==> src/rtl/two_bit_counter_pkg.sv <==
// Shared constants for the 2-bit mode-selectable counter: mode encodings
// and the active-low 7-segment digit patterns ({g,f,e,d,c,b,a}).
package two_bit_counter_pkg;

    typedef enum logic [1:0] {
        MODE_HOLD = 2'b00,
        MODE_UP   = 2'b01,
        MODE_DOWN = 2'b10,
        MODE_GRAY = 2'b11
    } mode_e;

    localparam logic [6:0] SEG_DIGIT_0 = 7'b1000000;
    localparam logic [6:0] SEG_DIGIT_1 = 7'b1111001;
    localparam logic [6:0] SEG_DIGIT_2 = 7'b0100100;
    localparam logic [6:0] SEG_DIGIT_3 = 7'b0110000;

endpackage

==> src/rtl/seg7_decoder.sv <==
// Combinational 2-bit value to active-low 7-segment digit (0-3).
import two_bit_counter_pkg::*;

module seg7_decoder (
    input  logic [1:0] value_i,
    output logic [6:0] seg_o
);

    always_comb begin
        seg_o = SEG_DIGIT_0;
        case (value_i)
            2'd0: seg_o = SEG_DIGIT_0;
            2'd1: seg_o = SEG_DIGIT_1;
            2'd2: seg_o = SEG_DIGIT_2;
            2'd3: seg_o = SEG_DIGIT_3;
            default: seg_o = SEG_DIGIT_0;
        endcase
    end

endmodule

==> src/rtl/two_bit_counter.sv <==
// 2-bit counter with hold/up/down/Gray modes, enable, terminal-count flag,
// one-hot decode and 7-segment output; all outputs decode from count.
import two_bit_counter_pkg::*;

module two_bit_counter (
    input  logic       clock,
    input  logic       Reset,
    input  logic       En,
    input  logic [1:0] select,
    output logic [1:0] count,
    output logic [3:0] onehot,
    output logic       tc,
    output logic [6:0] seg
);

    logic [1:0] count_q, count_d;
    logic       wrap;
    mode_e      mode;

    assign mode = mode_e'(select);

    always_comb begin
        count_d = count_q;
        if (En) begin
            case (mode)
                MODE_UP:   count_d = count_q + 2'd1;
                MODE_DOWN: count_d = count_q - 2'd1;
                // Gray order 00->01->11->10 taken from whatever count holds now
                MODE_GRAY: begin
                    case (count_q)
                        2'b00:   count_d = 2'b01;
                        2'b01:   count_d = 2'b11;
                        2'b11:   count_d = 2'b10;
                        default: count_d = 2'b00;
                    endcase
                end
                default:   count_d = count_q;
            endcase
        end
    end

    always_ff @(posedge clock or negedge Reset) begin
        if (!Reset) count_q <= 2'b00;
        else        count_q <= count_d;
    end

    always_comb begin
        wrap = 1'b0;
        case (mode)
            MODE_UP:   wrap = (count_q == 2'b11);
            MODE_DOWN: wrap = (count_q == 2'b00);
            MODE_GRAY: wrap = (count_q == 2'b10);
            default:   wrap = 1'b0;
        endcase
    end

    assign tc     = En & wrap;
    assign count  = count_q;
    assign onehot = 4'b0001 << count_q;

    seg7_decoder u_seg (
        .value_i (count_q),
        .seg_o   (seg)
    );

endmodule

==> config.mk <==
export PLATFORM = sky130hd
export DESIGN_NAME = two_bit_counter
export DESIGN_NICKNAME = d
export VERILOG_FILES = /design/src/rtl/two_bit_counter_pkg.sv /design/src/rtl/seg7_decoder.sv /design/src/rtl/two_bit_counter.sv
export SDC_FILE = /design/constraint.sdc
export NUM_CORES = 1
export LEC_CHECK = 0
export ABC_AREA = 1
export CORE_AREA = 3 3 40 42
export CTS_BUF_LIST = sky130_fd_sc_hd__clkbuf_8
export DETAILED_ROUTE_END_ITERATION = 10
export DIE_AREA = 0 0 43 45
export GPL_ROUTABILITY_DRIVEN = 0
export PLACE_DENSITY_LB_ADDON = 0.12
export SYNTH_ARGS = -nofsm -noshare
export SYNTH_HDL_FRONTEND = slang
export SYNTH_HIERARCHICAL = 1
export SYNTH_SLANG_ARGS = --single-unit
==> constraint.sdc <==
create_clock -name clock -period 1.6 [get_ports clock]
set_clock_uncertainty 0.1 [all_clocks]
set_input_delay 0.32 -clock clock [delete_from_list [all_inputs] [get_ports clock]]
set_output_delay 0.32 -clock clock [all_outputs]
set_load 0.01 [all_outputs]
==> impl_metrics.ini <==
[placement]
detailed_place_hpwl_um = 664
pre_cts_ws_ns = -0.573
portBuffers = 17
place_inst = 95

[route]
wl_per_cell_um = 9.71
wl_um = 961
dr.pass1.iters = 4
drt_iter0_drc = 5
vias = 391
routed_via_density = 3.95
ant_nets = 0
drc = 0

[power]
combinationalPowerShare = 0.633
p_int_uw = 500
finalPower_uw = 804
p_sw_frac = 0.378
vdd_drop_max_mv = 0.530
power_density_nw_per_um2 = 1180
power_frac_clock = 0.243
p_sw_uw = 304
pwr-share-seq = 0.125
p_leak_nw = 0.375

[floorplan]
num_io_pins = 19
die-area_um2 = 1940
start_util = 0.243
fp.dieH_um = 45
std_cell_rows = 13
core_area_um2 = 1280
die_x_um = 43

[timing]
rsz0062_at_grt = yes
fin_crit_sh = 1.04
hold_viol_final = 0
setup_ws_ns = -0.0663
max_freq_mhz = 600
finalCriticalPeriod_ns = 1.67
slew_violations = 0
setup_viol = 2

[logic_synthesis]
syn_avg_cell_area_um2 = 5.90
synth_seq_cells = 2
syn-instance-count = 53
syn-cell-area_um2 = 313
synth_top_area_cell = ha_1
synth.distinct_cells = 11
ys_seq_area_frac = 0.160
synth.top_cell.area_share = 0.240
syn_nets = 64
synthTopCellsByArea = ha_1 (24%), dfrtp_1 (16%), inv_1 (14%), nand2_1 (14%), nor2_1 (13%)
ys_warn_count = 6

[layout]
regArea_um2 = 52.6
multiInputGateArea_um2 = 272
diodes = 0
n_fill_cell = 134
layout.cells.non_filler = 99
areaGrowthSynthToFinish_pct = 118
largest_reg_flops = 2
drive_above_1_share = 0.452
layout.nets = 97

[clocking]
clockBufferDepth = 2
worstSkewPairLatency_ns = 0.21
clk_pin_slew_ns = 0.03
cts_made_buffers = 3
cts_max_level = 1
cts-root-buf = clkbuf_8
clock_sinks = 2
cts_tree = done

[flow_run]
drv_cap = 0

[grt]
grt_pass1_vias = 330
overflow = 0
antenna_found_initial = 0
track_usage = 0.0941
grt_max_degree = 6
grt_first_pass_wirelength_um = 1280

[critical_path]
required_ns = 1.18
cp_max_fo = 5
r2r-end = count[1]$_DFFE_PN0P_
reg2reg_depth = 10
startpoint_type = flop
criticalPathCategory = flop to output port
end_kind = output port
ff2ff_setup_slack_ns = 0.07
worstPathArrival_ns = 1.25
r2r_start = count[0]$_DFFE_PN0P_

[run_status]
outcome = finished with violations
violations = setup timing

[min_path]
hp-class = primary input to asynchronous set/reset pin
-- final cells by class --
type                            instances  share of cell area
Timing Repair Buffer                   31               0.366
Multi-Input combinational cell         36               0.399
Inverter                               12              0.0699
Clock buffer                            3              0.0607
Sequential cell                         2              0.0772
Tap cell                               15              0.0276
-- critical path, stage by stage (launching register included) --
cell and delay, ns:
dfrtp_2 0.46, inv_2 0.11, ha_4 0.13, nand3_2 0.05
nand3_2 0.07, nand2_1 0.05, inv_1 0.04, buf_2 0.11
-- Yosys cell counts --
library cell   n
inv_1         12
nand2_1       12
nor2_1        11
ha_1           6
nand3_1        4
buf_4          2
dfrtp_1        2
clkbuf_1       1
conb_1         1
nand3b_1       1
nor2_2         1
-- worst max-delay path by stage --
stage          end                  from
2_1_floorplan   tc  count[0]$_DFFE_PN0P_
3_3_place_gp    tc             select[1]
3_5_place_dp    tc             select[1]
4_1_cts         tc  count[0]$_DFFE_PN0P_
5_1_grt         tc  count[1]$_DFFE_PN0P_
6_report        tc  count[1]$_DFFE_PN0P_
-- cell usage in the layout (no fill, tap or decap) --
master,count
buf_2,4
buf_4,13
buf_6,3
clkbuf_2,1
clkbuf_8,3
clkdlybuf4s15_2,1
clkdlybuf4s50_1,2
conb_1,1
dfrtp_2,2
dlygate4sd2_1,7
ha_1,1
ha_4,5
inv_1,9
inv_2,2
inv_4,1
nand2_1,12
nand3_1,2
nand3_2,2
nand3b_1,1
nor2_1,11
nor2_2,1
-- cells by family (layout without fill, tap and decap cells) --
logic type | count (synthesis) | in the layout | synth area share
buffers and inverters | 15 | 46 | 0.204
other | 1 | 1 | 0.0120
AND/OR/NAND/NOR | 29 | 29 | 0.384
adder cells (fa/ha/maj) | 6 | 6 | 0.240
flip-flops | 2 | 2 | 0.160
-- metal layers --
metal | GRT usage | vias up | share of wire
met4 | 0.0904 | 0 | 0.0083
met3 | 0.0239 | 2 | 0.042
li1 | - | 213 | -
met1 | 0.116 | 167 | 0.44
met5 | 0 | - | 0
met2 | 0.132 | 9 | 0.51
-- what timing repair did --
action                                  in CTS  in global routing
gates resized for setup                     38                 20
setup buffers                                0                  3
cloned                                       0                  0
endpoints found under the setup margin      13                  7
pin swaps                                    2                  4
hold buffers                                 0                  0
-- metrics by stage --
| stage | setup TNS, ns | utilization | hold WS (ns) | cell area [µm²] |
|---|---|---|---|---|
| global placement | -1.15 | 0.452 | 0.394 | 581 |
| CTS | -0.186 | 0.469 | 0.172 | 603 |
| floorplan | 0 | - | -0.0756 | 313 |
| detailed placement | -1.18 | 0.452 | 0.394 | 581 |
| finish | -0.0893 | 0.530 | 0.175 | 681 |
| global route | -0.330 | 0.530 | 0.181 | 681 |
-- power by group through the flow --
stage / combinational, mW / clock, mW / sequential (mW)
6_report: 0.509 / 0.195 / 0.100
5_1_grt: 0.566 / 0.209 / 0.104
4_1_cts: 0.431 / 0.204 / 0.0867
3_5_place_dp: 0.487 / 0 / 0.0812
3_3_place_gp: 0.491 / 0 / 0.0812
2_1_floorplan: 0.193 / 0 / 0.0947
No activity file was read; power rests on OpenSTA's default activity.
